===== config.mk =====
export PLATFORM = sky130hd
export DESIGN_NAME = ram_port_arbiter_flat
export DESIGN_NICKNAME = d
export VERILOG_FILES = /design/src/rtl/ram_port_arbiter_if.sv /design/src/rtl/ram_port_arbiter.sv /design/src/flat_wrapper.sv
export SDC_FILE = /design/constraint.sdc
export NUM_CORES = 1
export LEC_CHECK = 0
export CAP_MARGIN = 15
export CORE_MARGIN = 2
export CORE_UTILIZATION = 24
export DETAILED_ROUTE_END_ITERATION = 8
export GPL_ROUTABILITY_DRIVEN = 0
export GPL_TIMING_DRIVEN = 0
export PLACE_DENSITY = 0.83
export SYNTH_ARGS = -nofsm -noshare
export SYNTH_HDL_FRONTEND = slang
export SYNTH_SLANG_ARGS = --single-unit

===== constraint.sdc =====
create_clock -name clk -period 1.5 [get_ports clk]
set_input_delay 0.3 -clock clk [delete_from_list [all_inputs] [get_ports clk]]
set_output_delay 0.3 -clock clk [all_outputs]
set_load 0.005 [all_outputs]

===== src/rtl/ram_port_arbiter_if.sv =====
// rtl/ram_port_arbiter_if.sv - CPU/DMA request, response and RAM port-a signals of ram_port_arbiter
interface ram_port_arbiter_if;
  logic        cpu_req;
  logic        cpu_we;
  logic [15:0] cpu_addr;
  logic [7:0]  cpu_wdata;
  logic        cpu_stall;
  logic        cpu_rvalid;
  logic        dma_req;
  logic        dma_we;
  logic [15:0] dma_addr;
  logic [7:0]  dma_wdata;
  logic        dma_gnt;
  logic        dma_rvalid;
  logic [7:0]  rdata;
  logic [15:0] ram_address_a;
  logic [7:0]  ram_data_a;
  logic        ram_wren_a;
  logic [7:0]  ram_q_a;

  // slave: the arbiter; master: requesters plus the RAM behind port a
  modport slave (
    input  cpu_req, cpu_we, cpu_addr, cpu_wdata,
    input  dma_req, dma_we, dma_addr, dma_wdata,
    input  ram_q_a,
    output cpu_stall, cpu_rvalid, dma_gnt, dma_rvalid, rdata,
    output ram_address_a, ram_data_a, ram_wren_a
  );

  modport master (
    output cpu_req, cpu_we, cpu_addr, cpu_wdata,
    output dma_req, dma_we, dma_addr, dma_wdata,
    output ram_q_a,
    input  cpu_stall, cpu_rvalid, dma_gnt, dma_rvalid, rdata,
    input  ram_address_a, ram_data_a, ram_wren_a
  );
endinterface


===== src/rtl/ram_port_arbiter.sv =====
// rtl/ram_port_arbiter.sv - CPU-priority RAM port-a arbiter with DMA anti-starvation slot
// Optional grant/conflict statistics counters enabled by macro RAM_ARB_STATS_EN.
module ram_port_arbiter #(
  parameter int MAX_WAIT = 4
) (
  input  logic                clk,
  input  logic                reset,
  ram_port_arbiter_if.slave   bus,
  output logic [15:0]         cpu_grant_count,
  output logic [15:0]         dma_grant_count,
  output logic [15:0]         conflict_count
);

  typedef enum logic {
    PRIO  = 1'b0,
    FORCE = 1'b1
  } state_t;

  localparam logic [3:0] WAIT_LAST = 4'(MAX_WAIT - 1);

  state_t      state_q, state_d;
  logic [3:0]  wait_cnt_q, wait_cnt_d;
  logic        cpu_rvalid_q, dma_rvalid_q;
  logic        cpu_rvalid_d, dma_rvalid_d;
  logic        cpu_win, dma_win, prio_conflict;

  // Grants are gated by reset so nothing reaches the RAM while reset is held.
  always_comb begin
    cpu_win       = 1'b0;
    dma_win       = 1'b0;
    prio_conflict = 1'b0;
    if (reset) begin
      if (state_q == FORCE) begin
        dma_win = bus.dma_req;
        cpu_win = bus.cpu_req & ~bus.dma_req;
      end else begin
        cpu_win       = bus.cpu_req;
        dma_win       = bus.dma_req & ~bus.cpu_req;
        prio_conflict = bus.cpu_req & bus.dma_req;
      end
    end
  end

  always_comb begin
    state_d    = PRIO;
    wait_cnt_d = 4'd0;
    if (prio_conflict) begin
      if (wait_cnt_q == WAIT_LAST) begin
        state_d = FORCE;
      end else begin
        wait_cnt_d = wait_cnt_q + 4'd1;
      end
    end
    cpu_rvalid_d = cpu_win & ~bus.cpu_we;
    dma_rvalid_d = dma_win & ~bus.dma_we;
  end

  always_ff @(posedge clk or negedge reset) begin
    if (!reset) begin
      state_q      <= PRIO;
      wait_cnt_q   <= 4'd0;
      cpu_rvalid_q <= 1'b0;
      dma_rvalid_q <= 1'b0;
    end else begin
      state_q      <= state_d;
      wait_cnt_q   <= wait_cnt_d;
      cpu_rvalid_q <= cpu_rvalid_d;
      dma_rvalid_q <= dma_rvalid_d;
    end
  end

  assign bus.cpu_stall  = bus.cpu_req & ~cpu_win;
  assign bus.dma_gnt    = dma_win;
  assign bus.cpu_rvalid = cpu_rvalid_q;
  assign bus.dma_rvalid = dma_rvalid_q;
  assign bus.rdata      = bus.ram_q_a;

  always_comb begin
    bus.ram_address_a = 16'h0000;
    bus.ram_data_a    = 8'h00;
    bus.ram_wren_a    = 1'b0;
    if (cpu_win) begin
      bus.ram_address_a = bus.cpu_addr;
      bus.ram_data_a    = bus.cpu_wdata;
      bus.ram_wren_a    = bus.cpu_we;
    end else if (dma_win) begin
      bus.ram_address_a = bus.dma_addr;
      bus.ram_data_a    = bus.dma_wdata;
      bus.ram_wren_a    = bus.dma_we;
    end
  end

`ifdef RAM_ARB_STATS_EN
  logic [15:0] cpu_cnt_q, dma_cnt_q, cfl_cnt_q;

  // Counters stick at all-ones rather than wrapping.
  always_ff @(posedge clk or negedge reset) begin
    if (!reset) begin
      cpu_cnt_q <= 16'h0000;
      dma_cnt_q <= 16'h0000;
      cfl_cnt_q <= 16'h0000;
    end else begin
      if (cpu_win && cpu_cnt_q != 16'hFFFF) cpu_cnt_q <= cpu_cnt_q + 16'd1;
      if (dma_win && dma_cnt_q != 16'hFFFF) dma_cnt_q <= dma_cnt_q + 16'd1;
      if (prio_conflict && cfl_cnt_q != 16'hFFFF) cfl_cnt_q <= cfl_cnt_q + 16'd1;
    end
  end

  assign cpu_grant_count = cpu_cnt_q;
  assign dma_grant_count = dma_cnt_q;
  assign conflict_count  = cfl_cnt_q;
`else
  assign cpu_grant_count = 16'h0000;
  assign dma_grant_count = 16'h0000;
  assign conflict_count  = 16'h0000;
`endif

endmodule


===== src/flat_wrapper.sv =====
// flat-port wrapper written by rule: the top's interface ports become plain ports
module ram_port_arbiter_flat 
#(
  parameter int MAX_WAIT = 4
)
  (clk, reset, cpu_grant_count, dma_grant_count, conflict_count, bus_cpu_req, bus_cpu_we, bus_cpu_addr, bus_cpu_wdata, bus_dma_req, bus_dma_we, bus_dma_addr, bus_dma_wdata, bus_ram_q_a, bus_cpu_stall, bus_cpu_rvalid, bus_dma_gnt, bus_dma_rvalid, bus_rdata, bus_ram_address_a, bus_ram_data_a, bus_ram_wren_a);
  ram_port_arbiter_if bus_i ();
  input  logic clk;
  input  logic reset;
  output logic [15:0] cpu_grant_count;
  output logic [15:0] dma_grant_count;
  output logic [15:0] conflict_count;
  input wire logic [$bits(bus_i.cpu_req)-1:0] bus_cpu_req;
  input wire logic [$bits(bus_i.cpu_we)-1:0] bus_cpu_we;
  input wire logic [$bits(bus_i.cpu_addr)-1:0] bus_cpu_addr;
  input wire logic [$bits(bus_i.cpu_wdata)-1:0] bus_cpu_wdata;
  input wire logic [$bits(bus_i.dma_req)-1:0] bus_dma_req;
  input wire logic [$bits(bus_i.dma_we)-1:0] bus_dma_we;
  input wire logic [$bits(bus_i.dma_addr)-1:0] bus_dma_addr;
  input wire logic [$bits(bus_i.dma_wdata)-1:0] bus_dma_wdata;
  input wire logic [$bits(bus_i.ram_q_a)-1:0] bus_ram_q_a;
  output wire logic [$bits(bus_i.cpu_stall)-1:0] bus_cpu_stall;
  output wire logic [$bits(bus_i.cpu_rvalid)-1:0] bus_cpu_rvalid;
  output wire logic [$bits(bus_i.dma_gnt)-1:0] bus_dma_gnt;
  output wire logic [$bits(bus_i.dma_rvalid)-1:0] bus_dma_rvalid;
  output wire logic [$bits(bus_i.rdata)-1:0] bus_rdata;
  output wire logic [$bits(bus_i.ram_address_a)-1:0] bus_ram_address_a;
  output wire logic [$bits(bus_i.ram_data_a)-1:0] bus_ram_data_a;
  output wire logic [$bits(bus_i.ram_wren_a)-1:0] bus_ram_wren_a;
  assign bus_i.cpu_req = bus_cpu_req;
  assign bus_i.cpu_we = bus_cpu_we;
  assign bus_i.cpu_addr = bus_cpu_addr;
  assign bus_i.cpu_wdata = bus_cpu_wdata;
  assign bus_i.dma_req = bus_dma_req;
  assign bus_i.dma_we = bus_dma_we;
  assign bus_i.dma_addr = bus_dma_addr;
  assign bus_i.dma_wdata = bus_dma_wdata;
  assign bus_i.ram_q_a = bus_ram_q_a;
  assign bus_cpu_stall = bus_i.cpu_stall;
  assign bus_cpu_rvalid = bus_i.cpu_rvalid;
  assign bus_dma_gnt = bus_i.dma_gnt;
  assign bus_dma_rvalid = bus_i.dma_rvalid;
  assign bus_rdata = bus_i.rdata;
  assign bus_ram_address_a = bus_i.ram_address_a;
  assign bus_ram_data_a = bus_i.ram_data_a;
  assign bus_ram_wren_a = bus_i.ram_wren_a;
  ram_port_arbiter #(.MAX_WAIT(MAX_WAIT)) u_core (.clk(clk), .reset(reset), .bus(bus_i), .cpu_grant_count(cpu_grant_count), .dma_grant_count(dma_grant_count), .conflict_count(conflict_count));
endmodule

==> summary.md, run 1 <==
| Metric | Value |
|---|---|
| Status | finished with violations |
| Failing checks | setup timing |
| Flops & latches, synth | 7 |
| Gate count after technology mapping | 116 |
| Final nets | around 340 |
| Initial antenna violation count | 0 |
| Final worst slack | -0.274 ns |
| H-tree levels | 1 |
| Final setup viols | 25 |
| Starting Density | about a quarter |
| Max-Cap Viols | 0 |
| Drt pass-1 iters | 4 |
| Clock Latency Late Sink | 0.23 ns |
| Worst-path clk slew | approximately 0.040 ns |
| Final core area utilization | a little under three fifths |
| Vias in the first global route | approximately 1,100 |
| Mapped cell area | ~990 um2 |
| Register area share after synthesis | between 15 and 20% |
| Top-Level Pins | 147 |
| Detailed-placement wirelength estimate | ~2700 um |
| Sequential share of power | approximately a fifth |
| Wire length per cell | roughly 11 um |
| Data arrival, critical path | approximately 1.5 ns |
| CP required | between 1 and 1.5 ns |
| Antenna diodes | 0 |
| Finished Cell Area | approximately 0.0023 mm2 |
| Yosys top cell area share | between 40% and 50% |
| Clk pwr share | between 20 and 30% |
| Die area | ~0.0047 mm2 |
| Largest cells by area after synthesis | buf_4 43%, a22o_1 22%, dfrtp_1 18%, buf_6 2.3%, nor2_1 1.5% |
| First-pass GRT wire length | roughly 4700 um |
| Yosys Warn Count | 0 |
| CTS max path bufs | 2 |
| Part of the power in combinational logic | between 50% and 60% |
| Period utilization | 118% |
| Gr ovfl total | 0 |
| Worst min path class | input port to register |
| Area Overhead vs Synth | 132% |
| Dpl cell area | about 0.0021 mm2 |
| Max Fclk | approximately 0.56 GHz |
| Fillers | approximately 370 |
| Synth area leader | buf_4 |
| Post-synth cell types | 22 |
| Syn Area/Cell | around 8.5 um2 |
| I/O Buffers | 90 |
| Via count | about 1,200 |
| Period minus WS final | about 1.8 ns |
| Leak | around 1.3 nW |
| Multi-input gate area | 543 um2 |
| CP Launch Type | register |
| Drt via density | around 3.8 |
| Row Count | 23 |
| Register area | about 180 um2 |
| Final Max Tran Viols | 0 |
| Pwr/cell area | about 420 mW/mm2 |
| Largest net degree at the start of global routing | 8 |
| CTS Sinks | 7 |
| Most frequent cells in the layout | 60 x clkdlybuf4s50_1, 58 x buf_4, 48 x conb_1 |
| Largest fanout on the critical path | 5 |
| 1st-iter DRT viols | 16 |
| Int Pwr | about 0.00073 W |
| Max IR drop VDD | roughly 0.22 mV |
| CP Class | register to primary output |
| Switching Fraction | roughly 25% |
| CTS buffer count | 3 |
| Total Wirelength | between 3000 and 4000 um |
| Crit. End Element | primary output |
| Share of layout cells above drive strength 1 | between 40% and 50% |
| Fin. Hold Viols | 0 |
| Most common cell after layout, fill and taps aside | clkdlybuf4s50_1 |
| Worst clock skew | between 0.0009 and 0.001 ns |
| Die Ht | about 68 um |
| Core area | 0.00400 mm2 |
| CTS tree | done |
| GRT Total Usage | roughly 14% |
| Sw power | approximately 0.00024 W |
| RSZ-0062 raised after global routing | yes |
| Clock root cell | clkbuf_8 |
| Post-DRT Antenna Nets | 0 |
| Die extent in x | about 68 um |
| Remaining routing DRC violations | 0 |
-- flip-flops by register name, indices dropped and copies added (netlist names) --
| register | cells |
|---|---|
| u_core.bus.cpu_rvalid | 1 |
| u_core.state_q | 1 |
| u_core.bus.dma_rvalid | 1 |
| u_core.wait_cnt_q | 4 |
-- power by group through the flow --
stage / Combinational (W) / Sequential [W] / Clock, W
finish: 0.000506 / 0.000194 / 0.000269
global route: 0.000550 / 0.000195 / 0.000278
CTS: 0.000501 / 0.000194 / 0.000267
detailed placement: 0.000477 / 0.000197 / 0
global placement: 0.000474 / 0.000197 / 0
floorplan: 0.000212 / 0.000197 / 0
-- timing repair --
action / CTS / global route
hold endpoints to repair: 7 / 0
buffers inserted: 17 / 0
pin swaps: 15 / 20
resized for setup: 143 / 3
gates cloned: 4 / 0
hold buffers: 1 / 0
endpoints found under the setup margin: 28 / 26
-- path summary, 6_finish.rpt --
| path | end | from | slack, ns | cells after the start |
|---|---|---|---|---|
| worst max register to register | u_core.wait_cnt_q[0]$_DFF_PN0_ | u_core.state_q$_DFF_PN0_ | 0.32 | 4 |
| worst min-delay path | u_core.bus.dma_rvalid$_DFF_PN0_ | reset | 0.38 | 3 |
| max in group asynchronous | u_core.bus.dma_rvalid$_DFF_PN0_ | reset | 0.73 | 2 |
| worst max-delay path | bus_ram_address_a[8] | u_core.state_q$_DFF_PN0_ | -0.27 | 6 |
| min in group asynchronous | u_core.wait_cnt_q[1]$_DFF_PN0_ | reset | 0.53 | 2 |
| worst min register to register | u_core.wait_cnt_q[0]$_DFF_PN0_ | u_core.wait_cnt_q[0]$_DFF_PN0_ | 0.48 | 1 |
-- cells by family after synthesis --
family                     synth area share, %
other                                    0.378
adders and majority gates                 1.26
AOI/OAI and AO/OA                         23.4
xor gates and xnor gates                 0.884
DFF                                       17.7
buffers and inverters                     46.8
and+or+nand+nor                           9.60
-- final cells by class --
type	count	share of cell area (%)
flip-flops and latches	7	7.62
well taps	50	2.72
plain buffers	60	20.2
multi-input cells	94	23.6
inverters	1	0.163
clock buffers	4	1.96
repair buffers	111	43.7
-- worst max-delay path, cell delays in order (launching register included) --
cell and delay [ns]:
dfrtp_1 0.41, nor2b_4 0.17, nor2_4 0.08, buf_6 0.12
buf_6 0.12, a22o_1 0.21, buf_2 0.13
-- metrics by stage --
stage | std cells | hold WS, ns | setup TNS, ns | setup slack (ns) | total power (W)
3_3_place_gp | 303 | 0.458 | -29.47 | -1.20 | 0.000670
3_5_place_dp | 303 | 0.468 | -29.41 | -1.20 | 0.000674
5_1_grt | 327 | 0.394 | -6.84 | -0.324 | 0.00102
2_1_floorplan | 163 | 0.00441 | 0 | 0.174 | 0.000409
6_report | 327 | 0.383 | -5.53 | -0.274 | 0.000969
4_1_cts | 328 | 0.376 | -5.96 | -0.303 | 0.000962
-- metal layers --
layer  vias to the layer above  track usage [%]  wire, um
met2                        90             27.5      1930
met1                       529             13.6      1160
met4                         0             4.50        13
met3                         2             2.96       473
li1                        620                -         -
met5                         -                0         0
-- cell usage after synthesis --
cell / instances
a21boi_0: 1
a21oi_1: 1
a22o_1: 25
and3_1: 1
buf_2: 2
buf_4: 57
buf_6: 2
conb_1: 1
dfrtp_1: 7
ha_1: 1
inv_1: 1
nand2_1: 3
nand2b_1: 1
nand3_1: 2
nand3b_1: 1
nor2_1: 4
nor2_4: 1
nor2b_1: 1
nor2b_2: 1
nor3_1: 1
nor3b_1: 1
xor2_1: 1
Power figures use the tool's default switching activity.
==> run 2: changes to the inputs <==
Settings changed: SLEW_MARGIN from default to 20.
==> results of run 2 <==
Same layout as run 1: the final DEF is identical, and so are final timing and power.
